==> src/rtl/axi_stream_hdr_arbiter_if.sv <==
// Bundle of the per-source header/payload channels and the shared insert-engine channels.
// master = the arbiter; slave = the environment (sources plus insert engine).
interface axi_stream_hdr_arbiter_if #(
    parameter int NUM_SRC      = 4,
    parameter int DATA_WD      = 32,
    parameter int DATA_BYTE_WD = DATA_WD / 8,
    parameter int BYTE_CNT_WD  = $clog2(DATA_BYTE_WD),
    parameter int SRC_WD       = $clog2(NUM_SRC)
);
    logic [NUM_SRC-1:0]                   s_valid_in;
    logic [NUM_SRC*DATA_WD-1:0]           s_data_in;
    logic [NUM_SRC*DATA_BYTE_WD-1:0]      s_keep_in;
    logic [NUM_SRC-1:0]                   s_las_in;
    logic [NUM_SRC-1:0]                   s_ready_in;
    logic [NUM_SRC-1:0]                   s_valid_hdr;
    logic [NUM_SRC*DATA_WD-1:0]           s_data_hdr;
    logic [NUM_SRC*DATA_BYTE_WD-1:0]      s_keep_hdr;
    logic [NUM_SRC*(BYTE_CNT_WD+1)-1:0]   s_byte_hdr_cnt;
    logic [NUM_SRC-1:0]                   s_ready_hdr;

    logic                                 valid_in;
    logic [DATA_WD-1:0]                   data_in;
    logic [DATA_BYTE_WD-1:0]              keep_in;
    logic                                 las_in;
    logic                                 ready_in;
    logic                                 valid_insert;
    logic [DATA_WD-1:0]                   data_insert;
    logic [DATA_BYTE_WD-1:0]              keep_insert;
    logic [BYTE_CNT_WD:0]                 byte_insert_cnt;
    logic                                 ready_insert;

    logic [SRC_WD-1:0]                    grant_id;
    logic                                 busy;

    modport master (
        input  s_valid_in, s_data_in, s_keep_in, s_las_in,
        input  s_valid_hdr, s_data_hdr, s_keep_hdr, s_byte_hdr_cnt,
        output s_ready_in, s_ready_hdr,
        output valid_in, data_in, keep_in, las_in,
        input  ready_in,
        output valid_insert, data_insert, keep_insert, byte_insert_cnt,
        input  ready_insert,
        output grant_id, busy
    );

    modport slave (
        output s_valid_in, s_data_in, s_keep_in, s_las_in,
        output s_valid_hdr, s_data_hdr, s_keep_hdr, s_byte_hdr_cnt,
        input  s_ready_in, s_ready_hdr,
        input  valid_in, data_in, keep_in, las_in,
        output ready_in,
        input  valid_insert, data_insert, keep_insert, byte_insert_cnt,
        output ready_insert,
        input  grant_id, busy
    );
endinterface

==> src/rtl/axi_stream_hdr_arbiter.sv <==
// Packet-atomic round-robin arbiter: one header then the payload up to last for the granted
// source, with zero-latency pass-through of both channels to the shared insert engine.
module axi_stream_hdr_arbiter #(
    parameter int NUM_SRC      = 4,
    parameter int DATA_WD      = 32,
    parameter int DATA_BYTE_WD = DATA_WD / 8,
    parameter int BYTE_CNT_WD  = $clog2(DATA_BYTE_WD),
    parameter int SRC_WD       = $clog2(NUM_SRC)
) (
    input  logic                     clk,
    input  logic                     rst_n,
    axi_stream_hdr_arbiter_if.master bus
);

    typedef enum logic [1:0] {
        ST_IDLE    = 2'd0,
        ST_HDR     = 2'd1,
        ST_PAYLOAD = 2'd2
    } state_t;

    state_t              state_reg;
    logic [SRC_WD-1:0]   grant_id_reg;
    logic [SRC_WD-1:0]   rr_ptr_reg;
    logic                busy_reg;

    logic [DATA_WD-1:0]      src_data_in  [NUM_SRC];
    logic [DATA_BYTE_WD-1:0] src_keep_in  [NUM_SRC];
    logic [DATA_WD-1:0]      src_data_hdr [NUM_SRC];
    logic [DATA_BYTE_WD-1:0] src_keep_hdr [NUM_SRC];
    logic [BYTE_CNT_WD:0]    src_cnt_hdr  [NUM_SRC];
    logic [SRC_WD-1:0]       cand_idx     [NUM_SRC];

    logic [NUM_SRC-1:0]  eligible;
    logic                pick_valid_next;
    logic [SRC_WD-1:0]   pick_idx_next;
    logic [SRC_WD-1:0]   rr_ptr_next;
    logic                g_valid_hdr;
    logic                g_valid_in;
    logic                g_las_in;

    assign eligible = bus.s_valid_in & bus.s_valid_hdr;

    genvar gi;
    generate
        for (gi = 0; gi < NUM_SRC; gi++) begin : g_src
            logic [SRC_WD:0] rot_sum;

            assign src_data_in[gi]  = bus.s_data_in[gi*DATA_WD +: DATA_WD];
            assign src_keep_in[gi]  = bus.s_keep_in[gi*DATA_BYTE_WD +: DATA_BYTE_WD];
            assign src_data_hdr[gi] = bus.s_data_hdr[gi*DATA_WD +: DATA_WD];
            assign src_keep_hdr[gi] = bus.s_keep_hdr[gi*DATA_BYTE_WD +: DATA_BYTE_WD];
            assign src_cnt_hdr[gi]  = bus.s_byte_hdr_cnt[gi*(BYTE_CNT_WD+1) +: (BYTE_CNT_WD+1)];

            // Rotated search order starting at rr_ptr; explicit wrap keeps non-power-of-2 counts correct.
            assign rot_sum      = {1'b0, rr_ptr_reg} + (SRC_WD+1)'(gi);
            assign cand_idx[gi] = (rot_sum >= (SRC_WD+1)'(NUM_SRC))
                                ? SRC_WD'(rot_sum - (SRC_WD+1)'(NUM_SRC))
                                : rot_sum[SRC_WD-1:0];

            assign bus.s_ready_in[gi]  = (state_reg == ST_PAYLOAD) &&
                                         (grant_id_reg == SRC_WD'(gi)) && bus.ready_in;
            assign bus.s_ready_hdr[gi] = (state_reg == ST_HDR) &&
                                         (grant_id_reg == SRC_WD'(gi)) && bus.ready_insert;
        end
    endgenerate

    // Walk from the farthest candidate back to rr_ptr so the nearest eligible one wins.
    always_comb begin
        pick_valid_next = 1'b0;
        pick_idx_next   = '0;
        for (int k = NUM_SRC - 1; k >= 0; k--) begin
            if (eligible[cand_idx[k]]) begin
                pick_valid_next = 1'b1;
                pick_idx_next   = cand_idx[k];
            end
        end
    end

    assign rr_ptr_next = (grant_id_reg == SRC_WD'(NUM_SRC - 1)) ? '0 : grant_id_reg + 1'b1;

    assign g_valid_hdr = bus.s_valid_hdr[grant_id_reg];
    assign g_valid_in  = bus.s_valid_in[grant_id_reg];
    assign g_las_in    = bus.s_las_in[grant_id_reg];

    always_comb begin
        bus.valid_insert    = 1'b0;
        bus.data_insert     = '0;
        bus.keep_insert     = '0;
        bus.byte_insert_cnt = '0;
        bus.valid_in        = 1'b0;
        bus.data_in         = '0;
        bus.keep_in         = '0;
        bus.las_in          = 1'b0;
        case (state_reg)
            ST_HDR: begin
                bus.valid_insert    = g_valid_hdr;
                bus.data_insert     = src_data_hdr[grant_id_reg];
                bus.keep_insert     = src_keep_hdr[grant_id_reg];
                bus.byte_insert_cnt = src_cnt_hdr[grant_id_reg];
            end
            ST_PAYLOAD: begin
                bus.valid_in = g_valid_in;
                bus.data_in  = src_data_in[grant_id_reg];
                bus.keep_in  = src_keep_in[grant_id_reg];
                bus.las_in   = g_las_in;
            end
            default: ;
        endcase
    end

    assign bus.grant_id = grant_id_reg;
    assign bus.busy     = busy_reg;

    always_ff @(posedge clk) begin
        if (!rst_n) begin
            state_reg    <= ST_IDLE;
            grant_id_reg <= '0;
            rr_ptr_reg   <= '0;
            busy_reg     <= 1'b0;
        end else begin
            case (state_reg)
                ST_IDLE: begin
                    if (pick_valid_next) begin
                        grant_id_reg <= pick_idx_next;
                        state_reg    <= ST_HDR;
                        busy_reg     <= 1'b1;
                    end
                end
                ST_HDR: begin
                    if (g_valid_hdr && bus.ready_insert) begin
                        state_reg <= ST_PAYLOAD;
                    end
                end
                ST_PAYLOAD: begin
                    // Served source drops to lowest priority for the next round.
                    if (g_valid_in && bus.ready_in && g_las_in) begin
                        state_reg  <= ST_IDLE;
                        busy_reg   <= 1'b0;
                        rr_ptr_reg <= rr_ptr_next;
                    end
                end
                default: begin
                    state_reg <= ST_IDLE;
                    busy_reg  <= 1'b0;
                end
            endcase
        end
    end

endmodule

==> src/flat_wrapper.sv <==
// flat-port wrapper written by rule: the top's interface ports become plain ports
module axi_stream_hdr_arbiter_flat 
#(
    parameter int NUM_SRC      = 4,
    parameter int DATA_WD      = 32,
    parameter int DATA_BYTE_WD = DATA_WD / 8,
    parameter int BYTE_CNT_WD  = $clog2(DATA_BYTE_WD),
    parameter int SRC_WD       = $clog2(NUM_SRC)
)
  (clk, rst_n, bus_s_valid_in, bus_s_data_in, bus_s_keep_in, bus_s_las_in, bus_s_valid_hdr, bus_s_data_hdr, bus_s_keep_hdr, bus_s_byte_hdr_cnt, bus_s_ready_in, bus_s_ready_hdr, bus_valid_in, bus_data_in, bus_keep_in, bus_las_in, bus_ready_in, bus_valid_insert, bus_data_insert, bus_keep_insert, bus_byte_insert_cnt, bus_ready_insert, bus_grant_id, bus_busy);
  axi_stream_hdr_arbiter_if #(.NUM_SRC(NUM_SRC), .DATA_WD(DATA_WD), .DATA_BYTE_WD(DATA_BYTE_WD), .BYTE_CNT_WD(BYTE_CNT_WD), .SRC_WD(SRC_WD)) bus_i ();
  input  logic clk;
  input  logic rst_n;
  input wire logic [$bits(bus_i.s_valid_in)-1:0] bus_s_valid_in;
  input wire logic [$bits(bus_i.s_data_in)-1:0] bus_s_data_in;
  input wire logic [$bits(bus_i.s_keep_in)-1:0] bus_s_keep_in;
  input wire logic [$bits(bus_i.s_las_in)-1:0] bus_s_las_in;
  input wire logic [$bits(bus_i.s_valid_hdr)-1:0] bus_s_valid_hdr;
  input wire logic [$bits(bus_i.s_data_hdr)-1:0] bus_s_data_hdr;
  input wire logic [$bits(bus_i.s_keep_hdr)-1:0] bus_s_keep_hdr;
  input wire logic [$bits(bus_i.s_byte_hdr_cnt)-1:0] bus_s_byte_hdr_cnt;
  output wire logic [$bits(bus_i.s_ready_in)-1:0] bus_s_ready_in;
  output wire logic [$bits(bus_i.s_ready_hdr)-1:0] bus_s_ready_hdr;
  output wire logic [$bits(bus_i.valid_in)-1:0] bus_valid_in;
  output wire logic [$bits(bus_i.data_in)-1:0] bus_data_in;
  output wire logic [$bits(bus_i.keep_in)-1:0] bus_keep_in;
  output wire logic [$bits(bus_i.las_in)-1:0] bus_las_in;
  input wire logic [$bits(bus_i.ready_in)-1:0] bus_ready_in;
  output wire logic [$bits(bus_i.valid_insert)-1:0] bus_valid_insert;
  output wire logic [$bits(bus_i.data_insert)-1:0] bus_data_insert;
  output wire logic [$bits(bus_i.keep_insert)-1:0] bus_keep_insert;
  output wire logic [$bits(bus_i.byte_insert_cnt)-1:0] bus_byte_insert_cnt;
  input wire logic [$bits(bus_i.ready_insert)-1:0] bus_ready_insert;
  output wire logic [$bits(bus_i.grant_id)-1:0] bus_grant_id;
  output wire logic [$bits(bus_i.busy)-1:0] bus_busy;
  assign bus_i.s_valid_in = bus_s_valid_in;
  assign bus_i.s_data_in = bus_s_data_in;
  assign bus_i.s_keep_in = bus_s_keep_in;
  assign bus_i.s_las_in = bus_s_las_in;
  assign bus_i.s_valid_hdr = bus_s_valid_hdr;
  assign bus_i.s_data_hdr = bus_s_data_hdr;
  assign bus_i.s_keep_hdr = bus_s_keep_hdr;
  assign bus_i.s_byte_hdr_cnt = bus_s_byte_hdr_cnt;
  assign bus_s_ready_in = bus_i.s_ready_in;
  assign bus_s_ready_hdr = bus_i.s_ready_hdr;
  assign bus_valid_in = bus_i.valid_in;
  assign bus_data_in = bus_i.data_in;
  assign bus_keep_in = bus_i.keep_in;
  assign bus_las_in = bus_i.las_in;
  assign bus_i.ready_in = bus_ready_in;
  assign bus_valid_insert = bus_i.valid_insert;
  assign bus_data_insert = bus_i.data_insert;
  assign bus_keep_insert = bus_i.keep_insert;
  assign bus_byte_insert_cnt = bus_i.byte_insert_cnt;
  assign bus_i.ready_insert = bus_ready_insert;
  assign bus_grant_id = bus_i.grant_id;
  assign bus_busy = bus_i.busy;
  axi_stream_hdr_arbiter #(.NUM_SRC(NUM_SRC), .DATA_WD(DATA_WD), .DATA_BYTE_WD(DATA_BYTE_WD), .BYTE_CNT_WD(BYTE_CNT_WD), .SRC_WD(SRC_WD)) u_core (.clk(clk), .rst_n(rst_n), .bus(bus_i));
endmodule
==> config.mk <==
export PLATFORM = sky130hd
export DESIGN_NAME = axi_stream_hdr_arbiter_flat
export DESIGN_NICKNAME = d
export VERILOG_FILES = /design/src/rtl/axi_stream_hdr_arbiter_if.sv /design/src/rtl/axi_stream_hdr_arbiter.sv /design/src/flat_wrapper.sv
export SDC_FILE = /design/constraint.sdc
export NUM_CORES = 1
export LEC_CHECK = 0
export BUFFER_PORTS_ARGS = -buffer_cell sky130_fd_sc_hd__clkbuf_2
export CAP_MARGIN = 5
export CORE_AREA = 8 8 150 152
export DETAILED_ROUTE_END_ITERATION = 8
export DIE_AREA = 0 0 158 160
export GPL_TIMING_DRIVEN = 0
export HOLD_SLACK_MARGIN = 0.02
export PLACE_DENSITY = 0.43
export SETUP_SLACK_MARGIN = 0.2
export SYNTH_ARGS = -nofsm -noshare
export SYNTH_HDL_FRONTEND = slang
export SYNTH_SLANG_ARGS = --single-unit
==> constraint.sdc <==
create_clock -name clk -period 1.8 [get_ports clk]
set_input_delay 0 -clock clk [delete_from_list [all_inputs] [get_ports clk]]
set_output_delay 0 -clock clk [all_outputs]
set_load 0.01 [all_outputs]
==> results.sh <==
export IMPL_syn_cell_area_um2=2870
export IMPL_drt_initial_drc_count=152
export IMPL_ctsHoldBuffers=0
export IMPL_syn_mean_instance_area_um2=11.57
export IMPL_synth_mux_area_frac=0.6120
export IMPL_synth_xor_area_share=0
export IMPL_worstSetupStartpointType="flop"
export IMPL_violations="setup timing"
export IMPL_synth_top_family_by_area="multiplexers"
export IMPL_min_path_cells=3
export IMPL_dominantRegCellSynth="dfxtp_1"
export IMPL_clk_pin_slew_worst_paths_ps=40
export IMPL_die_area_um2=25280
export IMPL_synth_edf_count=0
export IMPL_synth_top_cell_area_share=0.6120
export IMPL_min_path_type="input pin to flop"
export IMPL_reg2reg_depth=6
export IMPL_reg2reg_to="u_core.bus.busy"
export IMPL_yosys_warnings=0
export IMPL_r2r_setup_slack_ps=-50
export IMPL_final_util=0.3114
export IMPL_p_leak_nw=3.086
export IMPL_worst_slew_pin_slew_ps=404.0
export IMPL_clock_path_buffers=2
export IMPL_maxSlewViolCount=0
export IMPL_fillCellCount=2192
export IMPL_netlist_instances=248
export IMPL_drive_gt1_frac=0.8582
export IMPL_gp_congestion=0.8142
export IMPL_grt_pass1_wl_um=29350
export IMPL_rows=52
export IMPL_power_density_nw_per_um2=355.6
export IMPL_yosysTopAreaCell="mux4_2"
export IMPL_finalInstanceArea_um2=6240
export IMPL_post_route_period_util=1.027
export IMPL_multiInputGateArea_um2=2705
export IMPL_grt_pass1_vias=4758
export IMPL_drc_errors=0
export IMPL_synth_compound_area_frac=0.04228
export IMPL_placeableCoreArea_um2=20040
export IMPL_cts_buffers=3
export IMPL_hpwl_um=18260
export IMPL_peakVddDrop_v=0.0002385
export IMPL_io_pins=405
export IMPL_worst_endpoint_required_ps=1800
export IMPL_status="finished with violations"
export IMPL_insertion_delay_ps=240
export IMPL_cts_tree="built"
export IMPL_gr_total_overflow=0
export IMPL_track_usage=0.1530
export IMPL_yosys_top_cells_area="mux4_2 61%, and2_1 17%, dfxtp_1 4.9%"
export IMPL_hold_viol=0
export IMPL_seqCellArea_um2=148.9
export IMPL_path_class="flop to output port"
export IMPL_slew_headroom=0.7307
export IMPL_cts_root_buf="clkbuf_16"
export IMPL_busiest_layer="met2"
export IMPL_placement_io_buffers=403
export IMPL_htreeDepth=1
export IMPL_setup_viol=18
export IMPL_min_from="bus_ready_insert"
export IMPL_grt_max_degree=11
export IMPL_antenna_found_initial=4
export IMPL_synthAdderAreaFrac=0.01744
export IMPL_ys_seq_area_frac=0.04882
export IMPL_use_met1=0.1628
export IMPL_fin_setup_tns_ps=-340.3
export IMPL_wl_per_cell_um=21.62
export IMPL_met2_usage=0.2857
export IMPL_dpl_cell_area_um2=5250
export IMPL_finalClockSkew_ps=0.9242
export IMPL_ys_types=31
export IMPL_ys_seq_elements=7
export IMPL_finalPower_w=0.002219
export IMPL_rsz0062_at_grt="true"
export IMPL_start_util=0.1432
export IMPL_cts_sinks=7
export IMPL_setup_slack_ps=-48.68
export IMPL_nets=1005
export IMPL_ant_nets=0
export IMPL_syn_to_final_growth_pct=117.4
export IMPL_worstPathArrival_ps=1850
export IMPL_die_y_um=160
export IMPL_cap_violations=0
export IMPL_min_to="u_core.state_reg[1]"
export IMPL_routed_via_density=4.335
export IMPL_vias=4140
export IMPL_final_min_clock_period_ps=1849
export IMPL_critPathMaxFanout=9
export IMPL_mappedNetlistNets=568
export IMPL_fmax_ghz=0.5409
export IMPL_dr_pass1_iters=4
export IMPL_async_reset_ff_frac=0
export IMPL_synth_simple_area_share=0.2280
export IMPL_die_x_um=158
export IMPL_wl_um=20650
export IMPL_cp_end_kind="output port"
export IMPL_timing_rr_start="u_core.bus.grant_id[0]"
export IMPL_grt_use_met3=0.04480
[worst max-delay path by stage]
stage,from,to
2_1_floorplan,u_core.bus.grant_id[1],u_core.bus.busy
3_3_place_gp,u_core.state_reg[1],bus_data_in[0]
3_5_place_dp,u_core.bus.grant_id[1],bus_data_insert[11]
4_1_cts,u_core.bus.grant_id[0],bus_data_insert[21]
5_1_grt,u_core.bus.grant_id[0],u_core.bus.busy
6_report,u_core.bus.grant_id[0],bus_data_insert[21]
[metrics by stage]
stage	hold WS (ps)	setup WS, ps	instances
after global routing	106.0	-113.6	955
after CTS	103.3	-71.76	944
after floorplan	143.3	104.9	248
after global placement	350.9	-362.3	921
final	90.74	-48.68	955
after detailed placement	369.9	-349.5	921
[cell type report]
type                    count  share of cell area
multi-input cells         208              0.4335
repair buffers            432              0.4159
plain buffers              28             0.05635
well taps                 270             0.05414
flip-flops and latches      7             0.02386
clock buffers               3             0.01203
inverters                   5            0.003008
clock inverters             1           0.0008021
diodes                      1           0.0004010
[synthesized netlist by cell type, types with 4 or more instances]
cell type / number
a21oi_1: 5
nand3_1: 4
mux4_2: 78
inv_1: 5
and2_1: 78
nand2_1: 8
ha_1: 4
buf_2: 10
clkbuf_1: 14
dfxtp_1: 7
and3_1: 9
[kinds of logic after synthesis]
kind of cell               count (synthesis)
AOI/OAI and AO/OA                         18
adders and majority gates                  4
buffers and inverters                     33
DFF                                        7
muxes                                     78
and+or+nand+nor                          108
[repair_timing]
item | 4_1_cts | 5_1_grt
setup endpoints to repair | 90 | 89
pin swaps | 7 | 5
gates cloned | 6 | 1
gates resized for setup | 96 | 85
buffers inserted | 13 | 9
[power breakdown]
part | internal [W] | switching (W) | total [W]
combinational | 0.00101 | 0.000630 | 0.00164
sequential | 0.000167 | 0.0000171 | 0.000184
clock | 0.000293 | 0.0000987 | 0.000391
[layer usage]
metal | vias up | wire, um
met5 | - | 41
met4 | 6 | 372
met3 | 24 | 2165
met2 | 264 | 10770
met1 | 1964 | 7297
li1 | 1882 | -
[critical path, cell delays in order (launching register included)]
cell and delay, ps:
dfxtp_4 370, buf_12 150, buf_12 150, buf_12 130, mux4_2 530, and2_4 160, buf_6 110
[cells in the final DEF, fill, tap and decap left out, drive strengths merged, types with 2 or more instances in the layout]
master  synthesis  layout
nand2           8       8
and3            9       9
mux4           78      78
nor2b           2       2
buf            14      65
clkbuf         14     398
nand4           2       2
and2           78      78
o21ai           2       2
a21oi           6       6
a31oi           2       2
nand3           4       4
nand3b          2       2
inv             5       5
ha              4       4
dfxtp           7       7
(Power assumes the default switching activity.)
